## src/rtl/div32_seq.sv

```systemverilog
// Sequential 32-bit restoring divider: one compare-and-subtract per clock,
// signed/unsigned per operation, start/busy/done handshake.
module div32_seq (
  input  logic        clk,
  input  logic        rst_n,
  input  logic        start,
  input  logic        is_signed,
  input  logic [31:0] a,
  input  logic [31:0] b,
  output logic        busy,
  output logic        done,
  output logic [31:0] quotient,
  output logic [31:0] remainder
);

  typedef enum logic [1:0] {
    IDLE,
    CALC,
    FIX
  } state_e;

  state_e      state_q;
  logic [5:0]  cnt_q;
  logic [31:0] dvd_q;    // dividend magnitude shifts out MSB-first, quotient bits shift in
  logic [31:0] dvs_q;
  logic [31:0] rem_q;
  logic        q_neg_q;
  logic        r_neg_q;
  logic        dz_q;
  logic        busy_q;
  logic        done_q;
  logic [31:0] quo_q;
  logic [31:0] rmd_q;

  logic        a_neg;
  logic        b_neg;
  logic [32:0] shifted;
  logic [32:0] diff;
  logic [31:0] rem_d;
  logic [31:0] dvd_d;

  always_comb begin
    a_neg   = is_signed & a[31];
    b_neg   = is_signed & b[31];
    shifted = {rem_q, dvd_q[31]};
    diff    = shifted - {1'b0, dvs_q};
    rem_d   = diff[32] ? shifted[31:0] : diff[31:0];
    dvd_d   = {dvd_q[30:0], ~diff[32]};
  end

  always_ff @(posedge clk or negedge rst_n) begin
    if (!rst_n) begin
      state_q <= IDLE;
      cnt_q   <= '0;
      dvd_q   <= '0;
      dvs_q   <= '0;
      rem_q   <= '0;
      q_neg_q <= 1'b0;
      r_neg_q <= 1'b0;
      dz_q    <= 1'b0;
      busy_q  <= 1'b0;
      done_q  <= 1'b0;
      quo_q   <= '0;
      rmd_q   <= '0;
    end else begin
      done_q <= 1'b0;
      case (state_q)
        IDLE: begin
          busy_q <= start;
          if (start) begin
            dvd_q   <= a_neg ? -a : a;
            dvs_q   <= b_neg ? -b : b;
            q_neg_q <= a_neg ^ b_neg;
            r_neg_q <= a_neg;
            dz_q    <= (b == '0);
            rem_q   <= '0;
            cnt_q   <= '0;
            state_q <= CALC;
          end
        end
        CALC: begin
          rem_q <= rem_d;
          dvd_q <= dvd_d;
          cnt_q <= cnt_q + 6'd1;
          if (cnt_q == 6'd31) state_q <= FIX;
        end
        FIX: begin
          // With a zero divisor every step subtracts nothing, so rem_q ends as |a|
          // and the sign fix-up restores the original dividend bits.
          quo_q   <= dz_q ? '1 : (q_neg_q ? -dvd_q : dvd_q);
          rmd_q   <= r_neg_q ? -rem_q : rem_q;
          done_q  <= 1'b1;
          state_q <= IDLE;
        end
        default: state_q <= IDLE;
      endcase
    end
  end

  assign busy      = busy_q;
  assign done      = done_q;
  assign quotient  = quo_q;
  assign remainder = rmd_q;

endmodule
```

## config.mk

```make
export PLATFORM = sky130hd
export DESIGN_NAME = div32_seq
export DESIGN_NICKNAME = d
export VERILOG_FILES = /design/src/rtl/div32_seq.sv
export SDC_FILE = /design/constraint.sdc
export NUM_CORES = 1
export LEC_CHECK = 0
export CAP_MARGIN = 20
export CORE_MARGIN = 2
export CORE_UTILIZATION = 49
export DETAILED_ROUTE_END_ITERATION = 8
export DONT_BUFFER_PORTS = 1
export HOLD_SLACK_MARGIN = 0.05
export PLACE_DENSITY = 0.63
export SYNTH_ARGS = -nofsm -noshare
export SYNTH_HDL_FRONTEND = slang
export SYNTH_SLANG_ARGS = --single-unit
```

## constraint.sdc

```tcl
create_clock -name clk -period 6.3 [get_ports clk]
set_input_delay 1.26 -clock clk [delete_from_list [all_inputs] [get_ports clk]]
set_output_delay 1.26 -clock clk [all_outputs]
set_load 0.02 [all_outputs]
```

# After elaboration in Yosys (flattened, before gate mapping)
# Cells that the tools add are included.
op_classes:
  mux: 16
  n_reduce_logical: 6
  n_bitwise: 4
  n_addsub: 6
  eq_ne: 5
op_table:
  columns: ["cell", "count"]
  rows:
  - ["two-way mux 32 bit", 8]
  - ["negation 32 bit", 4]
  - ["one-hot mux 32 bit (2 select lines)", 2]
  - ["subtractor 33 x 32 -> 33 bit", 1]
  - ["zero test 32 bit", 1]
  - ["one-hot mux 6 bit (2 select lines)", 1]
  - ["adder 6 x 1 -> 6 bit (second input constant)", 1]
  - ["== test 6 x 5 -> 1 bit (second input constant)", 1]
  - ["two-way mux 6 bit", 1]
  - ["AND reduction 2 bit", 3]
  - ["two-way mux 2 bit", 2]
  - ["!= test 2 bit (second input constant)", 2]
  - ["one-hot mux 2 bit (2 select lines)", 1]
  - ["AND 1 bit", 2]
  - ["== test 2 x 1 -> 1 bit (second input constant)", 1]
  - ["== test 2 bit (second input constant)", 1]
  - ["zero test 2 bit", 1]
  - ["nonzero test 2 bit", 1]
  - ["two-way mux 1 bit", 1]
  - ["inverter 1 bit", 1]
  - ["bitwise XOR 1 bit", 1]
totals:
  regBits: 173
  out_inout_bits: 66
  word_cells: 49

# Longest topological paths before layout
# Gate-level depths: netlist of the first run.
logic_depth:
  ltp_word: 4
  ltp_mapped: 13
  depth_no_buf: 12

# Least setup slack after synthesis of the first run
# OpenSTA, ideal clock, no wires.
synth_timing:
  path_kind: "input to register"
  startpoint: "input port a[8]"
  endpoint: "register dvd_q[30]"
  arrival_time_ns: 3.438
  setup_slack_ns: 2.727
  path_stages: 8
  n_path_buf: 0
  cell_sequence: "or4_1 -> nor4_1 -> nand3_1 -> nor4_1 -> nand2_1 -> o41ai_1 -> xor2_1 -> o21ai_0"
synth_via:
  elab_chain_cells: 4
synth_lines:
  columns: ["item", "line_no", "rtl"]
  rows:
  - ["start: declaration", "8", "input logic [31:0] a,"]
  - ["negation 32 bit", "71", "dvd_q <= a_neg ? -a : a;"]
  - ["two-way mux 32 bit", "71", null]
  - ["two-way mux 32 bit", "70", "if (start) begin"]
  - ["one-hot mux 32 bit (2 select lines)", "67", "case (state_q)"]
  - ["end signal: assignment", "71", null]
  - ["end signal: assignment", "83", "dvd_q <= dvd_d;"]
  - ["end: declaration", "24", "logic [31:0] dvd_q;"]
# No other way between the ends. The select of a mux whose other input is x is not followed.
# A chain may end at the register's enable or synchronous reset.

# Worst setup path after layout of the first run
layout_timing:
  startpoint: "register dvd_q[31]"
  endpoint: "register rem_q[9]"
layout_via:
  elab_chain_cells: 3
layout_lines:
  columns: ["item", "line_no", "rtl"]
  rows:
  - ["subtractor 33 x 32 -> 33 bit", "46", "diff = shifted - {1'b0, dvs_q};"]
  - ["two-way mux 32 bit", "47", "rem_d = diff[32] ? shifted[31:0] : diff[31:0];"]
  - ["one-hot mux 32 bit (2 select lines)", "67", null]
  - ["end signal: assignment", "82", "rem_q <= rem_d;"]
  - ["end: declaration", "26", "logic [31:0] rem_q;"]
# No other way between the ends.

==> impl_results.md, run 1 <==
- Status: complete, no violations
- Remaining global-route overflow: 0
- Pwr dens: a little over 500 mW/mm2
- CP Max Fanout: 34
- Layout Nets: 1359
- Post-Syn Area: about 0.011 mm2
- Worst hold path class: reg -> reg
- Yosys warning count: 0
- ANT nets after route: 0
- Total GRT Usage: roughly a quarter
- Relative slew slack: ~28%
- Ant. Diodes: 0
- CTS resizes: 0
- Commonest non-fill, non-tap cell in the layout: dfrtp_1
- Count of final hold-check violations: 0
- Design Area, Final: approximately 0.012 mm2
- Die width: 153 um
- Number of hold buffers added after CTS: 0
- Syn Nets: 1403
- Post-route setup slack: between 2000 and 2500 ps
- Dpl cell area: between 0.01 and 0.015 mm2
- Post-DP HPWL: about 19000 um
- H-Tree Depth: 4
- Fmax achieved: ~260 MHz
- Period utilization: between 60% and 70%
- DRC viols: 0
- Drt pass-1 iters: 5
- Max-slew violation count: 0
- Startpoint types: register
- Final WL: 27400 um
- Worst EP arrival: about 4200 ps
- Initial antenna violation count: 0
- Synthesis-stage register bit count: around 170
- Post-synth ARST share: 100%
- Pre-CTS setup slack: 2200 ps
- Die Y: 153 um
- WP data required: 6670 ps
- Worst-Skew Late Latency: approximately 430 ps
- Synth Flop Type: dfrtp_1
- Num CTS Buffers: 17
- Setup violations, final: 0
- Max Cap Viol: 0
- GPL Wtd Cong: approximately 0.87
- Wirelength per Cell: 17.8 um
- Clock Root Buffer: clkbuf_16
- I/O Buffers: 0
- Initial DRC Count: between 500 and 600
- Finished Core Util: 53.5%
- Hold slack: 476 ps
- Clock sinks: roughly 170
- Drt via density: 5.86
- Fillers: between 2000 and 2500
- Worst Clk Skew: just over 8 ps
- Starting Density: around half
- Core Rows: 54
- First-pass GRT wire length: between 40000 and 50000 um
- Setup TNS: 0 ps
- RSZ-0062 raised after global routing: no
- Crit. End Element: register
- CP Class: reg -> reg
- Area Overhead vs Synth: 7.15%
- Layout cells sized above 1: between 4 and 5%
- DIE AREA: about 0.024 mm2
- Max clock buf depth: 2
- Via count: a little over 9000
- Maximum vdd drop: ~0.00022 V
- Post-synthesis average cell area: 8.43 um2
- Synth unique cells: 54
- Post-CTS setup buffers: 0
- Slew of the pin with the lowest slew margin: between 1000 and 1500 ps
- I/O pin count: approximately 130
- Core area: 0.0219 mm2
- Number of synthesized flops with an enable pin: 0
- Minimum clock period: between 3000 and 4000 ps
- Most frequent cells in the layout: 173 x dfrtp_1, 162 x o21ai_0, 154 x nand2_1
- Vias in the first global route: approximately 9000
- Pin count of the biggest net entering global routing: approximately 170
- Clock transition at path regs: approximately 70 ps
- Register area share after synthesis: 39.6%
- Leakage power: between 4 and 5 nW
- Syn Inst Count: approximately 1300
- TritonCTS clock tree: built
==> synthesized netlist by cell type (4+ instances only) <==
cell        n  area share [%]
and3_1      5            0.29
and2_1      5            0.29
inv_1      52             1.8
ha_1       37             4.2
or3_1       7            0.40
buf_1       8            0.27
or3_4       5            0.51
nand3_1    98             4.5
o31ai_1    31             2.1
o41ai_1    16             1.3
nand2b_1    9            0.51
xor2_1    103             8.3
clkbuf_1   61             2.1
a22oi_1    31             2.1
or4_1      13            0.89
dfrtp_1   173              40
o21a_1      6            0.41
nor2b_1     7            0.40
a21oi_1    82             3.8
xnor2_1    42             3.4
a31o_2      4            0.32
a21o_1      7            0.48
o21ai_0   162             7.4
nand2_1   155             5.3
a31oi_1     7            0.40
nor3_1     17            0.78
nor2_1     79             2.7
o211ai_1    9            0.62
nand4_1     8            0.46
nor4_1     16            0.92
==> registers in the layout, indices dropped and copies added, names as in the netlist, 2 cells and up <==
register and count:
cnt_q 6, dvd_q 32, dvs_q 32, quotient 32, rem_q 32, remainder 32
state_q 2
==> path summary, 6_finish.rpt <==
| kind | startpoint | endpoint | slack, ps | cells past startpoint |
|---|---|---|---|---|
| min reg2reg | dvs_q[2] | dvs_q[2] | 480 | 2 |
| max in group asynchronous | rst_n | rem_q[24] | 5460 | 0 |
| min in group asynchronous | rst_n | quotient[6] | 520 | 0 |
| max reg2reg | dvd_q[31] | rem_q[9] | 2440 | 12 |
| min | dvs_q[2] | dvs_q[2] | 480 | 2 |
| max | dvd_q[31] | rem_q[9] | 2440 | 12 |
==> worst max-delay path, stage by stage, from the launching register on <==
cell	delay (ps)
dfrtp_1	400
inv_1	90
ha_1	220
fa_1	400
nor2b_1	180
o2111ai_1	150
a21oi_1	280
o31ai_1	180
a31o_2	270
o211ai_1	520
xnor2_4	400
or4_1	610
nand3_1	80
==> per-layer routing <==
layer  wire, um  vias up  part of all wire, %  GRT usage, %
met3       1430       19                  5.2          4.03
met5          0        -                    0             0
met4        318        0                  1.2          6.12
met1      14200     4286                   52          38.0
met2      11500      214                   42          33.6
li1           -     4534                    -             -
==> power breakdown <==
part           switching [mW]  leakage [nW]  internal (mW)  total (mW)
clock network           0.465         0.273          0.581        1.05
logic                    1.66          2.47           1.25        2.91
registers               0.509          2.21           1.43        1.94
total                    2.63          4.95           3.26        5.89
==> cells by family (layout without fill, tap and decap cells) <==
family,after synthesis,count (layout),share of synthesized area [%]
multiplexers,3,3,0.275
buffers and inverters,123,92,4.25
AO/OA/AOI/OAI,379,379,20.9
adder cells (fa/ha/maj),38,38,4.42
XOR/XNOR,145,145,11.6
AND/OR/NAND/NOR,436,436,18.9
flip-flops,173,173,39.6
==> stage by stage <==
step                total power, mW  std cells
floorplan                      4.13       1297
global placement               4.78       1513
detailed placement             4.83       1513
CTS                            5.89       1545
global route                   6.42       1546
finish                         5.89       1546
==> layout make-up <==
| type | count | area (um2) | share of cell area [%] |
|---|---|---|---|
| multi-input combinational | 1001 | 6180 | 52.8 |
| sequential | 173 | 4330 | 37.0 |
| clock buffer | 21 | 470 | 4.02 |
| tap | 280 | 350 | 2.99 |
| inverter | 52 | 195 | 1.67 |
| clock inverter | 11 | 109 | 0.929 |
| timing repair buffer | 8 | 80.1 | 0.684 |
(Power assumes the default switching activity.)
==> run 2: changes to the inputs <==
- clock period: 6.3 -> 3.7 ns (I/O delays scaled with it)
==> run 2 against run 1 <==
Final cell count up 2.3%. Die area unchanged. First-iteration DRC count up 26%. Sequential power up 63%. Total power up 80%. Utilization up 1.2 points. Sequential cell count unchanged. Non-clock buffer count up 35. Cell area up 2.3%. Maximum frequency up 12%. The run now ends with hold timing left. Count of clock-buffer cells in the layout down 4. Hold slack worse by 490 ps.
==> impl_results.md, run 2 (same netlist as run 1, synthesis figures left out) <==
- Status: complete, but fails checks
- Failing checks: hold timing
- Commonest non-fill, non-tap cell in the layout: dfrtp_1
- Clock Power Share: 17.6% (about the same)
- Maximum vdd drop: 0.000376 V (+74%)
- Clock sinks: 173 (unchanged)
- Pwr dens: 887 mW/mm2 (+76%)
- Worst path buffer plus inverter count: 4 (+3)
- Worst hold path class: in -> async
- I/O pin count: 134 (unchanged)
- Worst Clk Skew: 12.9 ps (+4.68 ps)
- Pin count of the biggest net entering global routing: 174 (unchanged)
- Max clock buf depth: 2 (unchanged)
- Critical-path top delay cell: fa_1
- Critical path's largest stage delay: 410 ps (-200 ps)
- I/O Buffers: 0 (unchanged)
- Worst EP arrival: 3830 ps (-390 ps)
- Leakage power: 5.13 nW (+3.6%)
- Worst-Skew Late Latency: 440 ps (about the same)
- Clock Root Buffer: clkbuf_16
- Die width: 153 um (unchanged)
- Ant. Diodes: 0 (unchanged)
- Crit path cell chain: inv_1 > ha_1 > fa_1 > nor2b_1 > o2111ai_1 > a21oi_2 > o31ai_1 > a31o_2 > o211ai_1 > buf_4 > xor2_1 > buf_6 > buf_4 > nand3_1 > nand3_1
- Area Overhead vs Synth: 9.61%
- Setup violations, final: 0 (unchanged)
- ANT nets after route: 0 (unchanged)
- DRC viols: 0 (unchanged)
- Initial DRC Count: 686 (+26%)
- Layout Nets: 1394 (+2.6%)
- Clock transition at path regs: 80 ps (about the same)
- Count of final hold-check violations: 12 (+12)
- Core area: 0.0219 mm2 (unchanged)
- Switching share of total power: 44.6% (about the same)
- Max Cap Viol: 0 (unchanged)
- Layout cells sized above 1: 7.61% (+2.7 points)
- Most frequent cells in the layout: 173 x dfrtp_1, 162 x o21ai_0, 154 x nand2_1
- Vias in the first global route: 8799 (+0.30%)
- Drt via density: 5.87 (+0.21%)
- Fmax achieved: 290 MHz (+12%)
- Minimum clock period: 3450 ps (-404 ps)
- Relative slew slack: 28.7% (+0.47 points)
- WP data required: 4070 ps (-2600 ps)
- CP Class: reg -> reg
- Gr busiest metal: met1
- TritonCTS clock tree: built
- Routing usage on met2: 34.5% (+0.87 points)
- Startpoint types: register
- CP Max Fanout: 14 (-59%)
- Post-DP HPWL: 20300 um (+5.9%)
- Setup TNS: 0 ps (unchanged)
- Int Power: 5.89 mW (+80%)
- Drt pass-1 iters: 6 (+1)
- Reg power frac: 29.8% (-3.1 points)
- Net switching power: 4.74 mW (+80%)
- Core Rows: 54 (unchanged)
- H-Tree Depth: 4 (unchanged)
- Via count: 9277 (+2.5%)
- Period utilization: 93.3% (+32 points)
- Crit path max-delay family: compound AO/OA/AOI/OAI gates
- Met1 Use GR: 37.3% (-0.74 points)
- Initial antenna violation count: 0 (unchanged)
- Num CTS Buffers: 17 (unchanged)
- First-pass GRT wire length: 46300 um (about the same)
- Total GRT Usage: 24.1% (+0.16 points)
- Wirelength per Cell: 17.9 um (+0.73%)
- Met3 GRT Util: 5.39% (+1.4 points)
- Die Y: 153 um (unchanged)
- DIE AREA: 0.0235 mm2 (unchanged)
- GPL Wtd Cong: 0.940 (+7.7%)
- Fillers: 2055 (-1.9%)
- Remaining global-route overflow: 0 (unchanged)
- Max-slew violation count: 0 (unchanged)
- Starting Density: 49.9% (unchanged)
- Finished Core Util: 54.7% (+1.2 points)
- Hold slack: -12.8 ps (-489 ps)
- Slew of the pin with the lowest slew margin: 1070 ps (-7.04 ps)
- Crit. End Element: register
- Final WL: 28300 um (+3.0%)
- Logic pwr share: 52.6% (+3.3 points)
[run 2: cell type report]
cell class              count  area, um2  share of cell area, %
multi-input cells        1001       6170                   51.5
flip-flops and latches    173       4330                   36.1
clock buffers              17        425                   3.55
well taps                 280        350                   2.92
repair buffers             43        327                   2.72
inverters                  52        195                   1.63
clock inverters            15        183                   1.52
[run 2: worst paths after layout]
check	from	endpoint	slack [ps]	cells after the start
worst max-delay path	dvd_q[31]	rem_q[12]	250	15
worst min-delay path	rst_n	quotient[6]	-10	0
worst max register to register	dvd_q[31]	rem_q[12]	250	15
worst min register to register	dvs_q[16]	dvs_q[16]	480	2
max in group asynchronous	rst_n	rem_q[4]	3480	0
min in group clk	b[31]	dz_q	390	1
[run 2: metrics by stage]
step	worst slack [ps]	area (um2)	power [mW]	std cells
after global placement	271	11400	8.53	1547
final	248	12000	10.6	1581
after floorplan	503	10900	7.03	1297
after global routing	-3.00	12000	11.5	1581
after detailed placement	197	11400	8.62	1547
after CTS	184	12000	10.5	1579
[run 2: repair_timing]
action                                 CTS  global route
setup endpoints to repair                0            10
endpoints found under the hold margin  173           173
resized for setup                        0             3
buffers inserted                         0             2
[run 2: power groups by stage]
stage	clock network, mW	registers, mW	logic, mW
6_report	1.87	3.17	5.59
5_1_grt	1.99	3.25	6.27
4_1_cts	1.90	3.15	5.48
3_5_place_dp	0	3.18	5.45
3_3_place_gp	0	3.16	5.38
2_1_floorplan	0	2.96	4.07
[run 2: per-layer routing]
layer	vias to the layer above	part of all wire, %
met4	0	1.0
li1	4609	-
met3	22	7.5
met5	-	0
met2	303	41
met1	4343	50
==> run 3: changes to the inputs <==
- CORE_UTILIZATION: 49 -> 45
- PLACE_DENSITY: 0.63 -> 0.59
==> run 3 against run 2 <==
First-iteration DRC count is 29% higher. Critical endpoint is now rem_q[0]. Final cell count is 3.0% higher. Clock power hardly changed. Clock skew is 3.6 ps lower. Sequential cell count stayed put. Total power hardly changed. Sequential power hardly changed. Combinational power is 0.7% higher. The run still ends with hold timing left. Register-to-register slack better by 20 ps.
==> impl_results.md, run 3 (same netlist as run 1, synthesis figures left out) <==
- Post-Layout Cell Count: 1629 (+3.0%)
- I/O pin count: 134 (unchanged)
- Clock Root Buffer: clkbuf_16
- Max Cap Viol: 0 (unchanged)
- Most frequent cells in the layout: 173 x dfrtp_1, 162 x o21ai_0, 154 x nand2_1
- Total GRT Usage: 23.0% (-1.1 points)
- Minimum clock period: 3430 ps (-23.5 ps)
- Num CTS Buffers: 17 (unchanged)
- Flop2flop setup slack: 270 ps (+20 ps)
- Core Rows: 57 (+5.6%)
- Pre-CTS setup slack: 253 ps (+56.0 ps)
- Initial antenna violation count: 0 (unchanged)
- H-Tree Depth: 4 (unchanged)
- Post-route setup slack: 272 ps (+23.5 ps)
- Slew of the pin with the lowest slew margin: 950 ps (-120 ps)
- Starting Density: 45.4% (-4.6 points)
- Final Power: 10.6 mW (about the same)
- Pwr dens: 880 mW/mm2 (-0.75%)
- Setup TNS: 0 ps (unchanged)
- Initial DRC Count: 885 (+29%)
- Worst Clk Skew: 9.29 ps (-3.60 ps)
- Worst EP arrival: 3740 ps (-90 ps)
- Worst hold path class: in -> async
- FF-to-FF path depth: 14 (-1)
- Post-CTS setup buffers: 0 (unchanged)
- Hold slack: -1.13 ps (+11.6 ps)
- Drt via density: 5.70 (-2.9%)
- Via count: 9285 (+0.086%)
- Pin count of the biggest net entering global routing: 174 (unchanged)
- Area of the multi-input gates: 0.00617 mm2 (about the same)
- Die Y: 160 um (+4.2%)
- Core area: 0.0241 mm2 (+10%)
- Relative slew slack: 36.7% (+8.0 points)
- TritonCTS clock tree: built
- Period utilization: 92.7% (-0.63 points)
- CP Class: reg -> reg
- Area Overhead vs Synth: 10.4%
- ANT nets after route: 0 (unchanged)
- Wirelength per Cell: 17.8 um (-0.60%)
- Status: complete, but fails checks
- Dpl cell area: 0.0115 mm2 (+0.99%)
- Design Area, Final: 0.0121 mm2 (+0.69%)
- Drt pass-1 iters: 5 (-1)
- Commonest non-fill, non-tap cell in the layout: dfrtp_1
- Ant. Diodes: 0 (unchanged)
- Crit. End Element: register
- Failing checks: hold timing
- Max clock buf depth: 2 (unchanged)
- Die width: 160 um (+4.2%)
- GPL Wtd Cong: 0.893 (-5.1%)
- Setup violations, final: 0 (unchanged)
- WP data required: 4010 ps (-60 ps)
- Fillers: 2416 (+18%)
- Max-slew violation count: 0 (unchanged)
- Count of final hold-check violations: 3 (-9)
- Cells after DPL: 1597 (+3.2%)
- Vias in the first global route: 8784 (-0.17%)
- RSZ-0062 raised after global routing: no
- CP Max Fanout: 15 (+1)
- I/O Buffers: 0 (unchanged)
- Register Area: 0.00433 mm2 (unchanged)
- Leakage power: 5.16 nW (+0.56%)
- Fmax achieved: 292 MHz (+0.68%)
- Post-DP HPWL: 21000 um (+3.2%)
- Clock transition at path regs: 70 ps (about the same)
- Layout cells sized above 1: 7.74% (+0.13 points)
- Finished Core Util: 50.1% (-4.7 points)
- Remaining global-route overflow: 0 (unchanged)
- Final WL: 29000 um (+2.4%)
- Startpoint types: register
- First-pass GRT wire length: 47500 um (+2.6%)
- Worst-Skew Late Latency: 430 ps (about the same)
- Clock sinks: 173 (unchanged)
- Layout Nets: 1398 (+0.29%)
- DIE AREA: 0.0256 mm2 (+8.7%)
- Maximum vdd drop: 0.000384 V (+2.1%)
- DRC viols: 0 (unchanged)
-- run 3: cell count changes in the layout (fill, tap and decap cells not counted), sizes merged --
cell / delta
buf: +4
inv: -2
clkinvlp: -2
clkbuf: +4
-- run 3: path summary, 6_finish.rpt --
path                       startpoint            to
max                         dvd_q[31]      rem_q[0]
min                             rst_n   quotient[6]
max reg2reg                 dvd_q[31]      rem_q[0]
min reg2reg                 dvs_q[18]     dvs_q[18]
max in group asynchronous       rst_n  remainder[9]
min in group clk                b[31]          dz_q
-- run 3: worst max-delay path, cell delays in order (launching register included) --
cell,delay (ps)
dfrtp_1,380
inv_1,80
ha_1,240
fa_1,400
nor2b_1,200
o2111ai_1,150
a21oi_1,270
o31ai_1,150
a31o_2,270
o211ai_1,180
buf_4,170
xnor2_2,220
buf_4,300
nand2_1,70
a31o_2,220
-- run 3: routing by layer --
metal  GRT usage (%)  wire (um)  part of all wire [%]  vias to the layer above
li1                -          -                     -                     4618
met1            36.4      15000                    52                     4352
met2            31.7      11500                    40                      288
met3            4.94       2070                   7.2                       27
met4            5.32        378                   1.3                        0
met5               0          0                     0                        -
-- run 3: timing repair --
| item | 4_1_cts | 5_1_grt |
|---|---|---|
| endpoints found under the setup margin | 0 | 0 |
| hold endpoints to repair | 173 | 173 |
| gates resized for setup | 0 | 0 |
-- run 3: cell type report --
| cell class | count | area share [%] |
|---|---|---|
| Clock buffer | 21 | 3.90 |
| Clock inverter | 11 | 1.09 |
| Inverter | 52 | 1.62 |
| Multi-Input combinational cell | 1001 | 51.1 |
| Sequential cell | 173 | 35.9 |
| Tap cell | 324 | 3.36 |
| Timing Repair Buffer | 47 | 3.03 |
-- run 3: where the power goes --
part | switching (mW) | total [mW] | internal, mW
Clock | 0.794 | 1.85 | 1.06
Sequential | 0.702 | 3.14 | 2.44
Combinational | 3.18 | 5.63 | 2.44
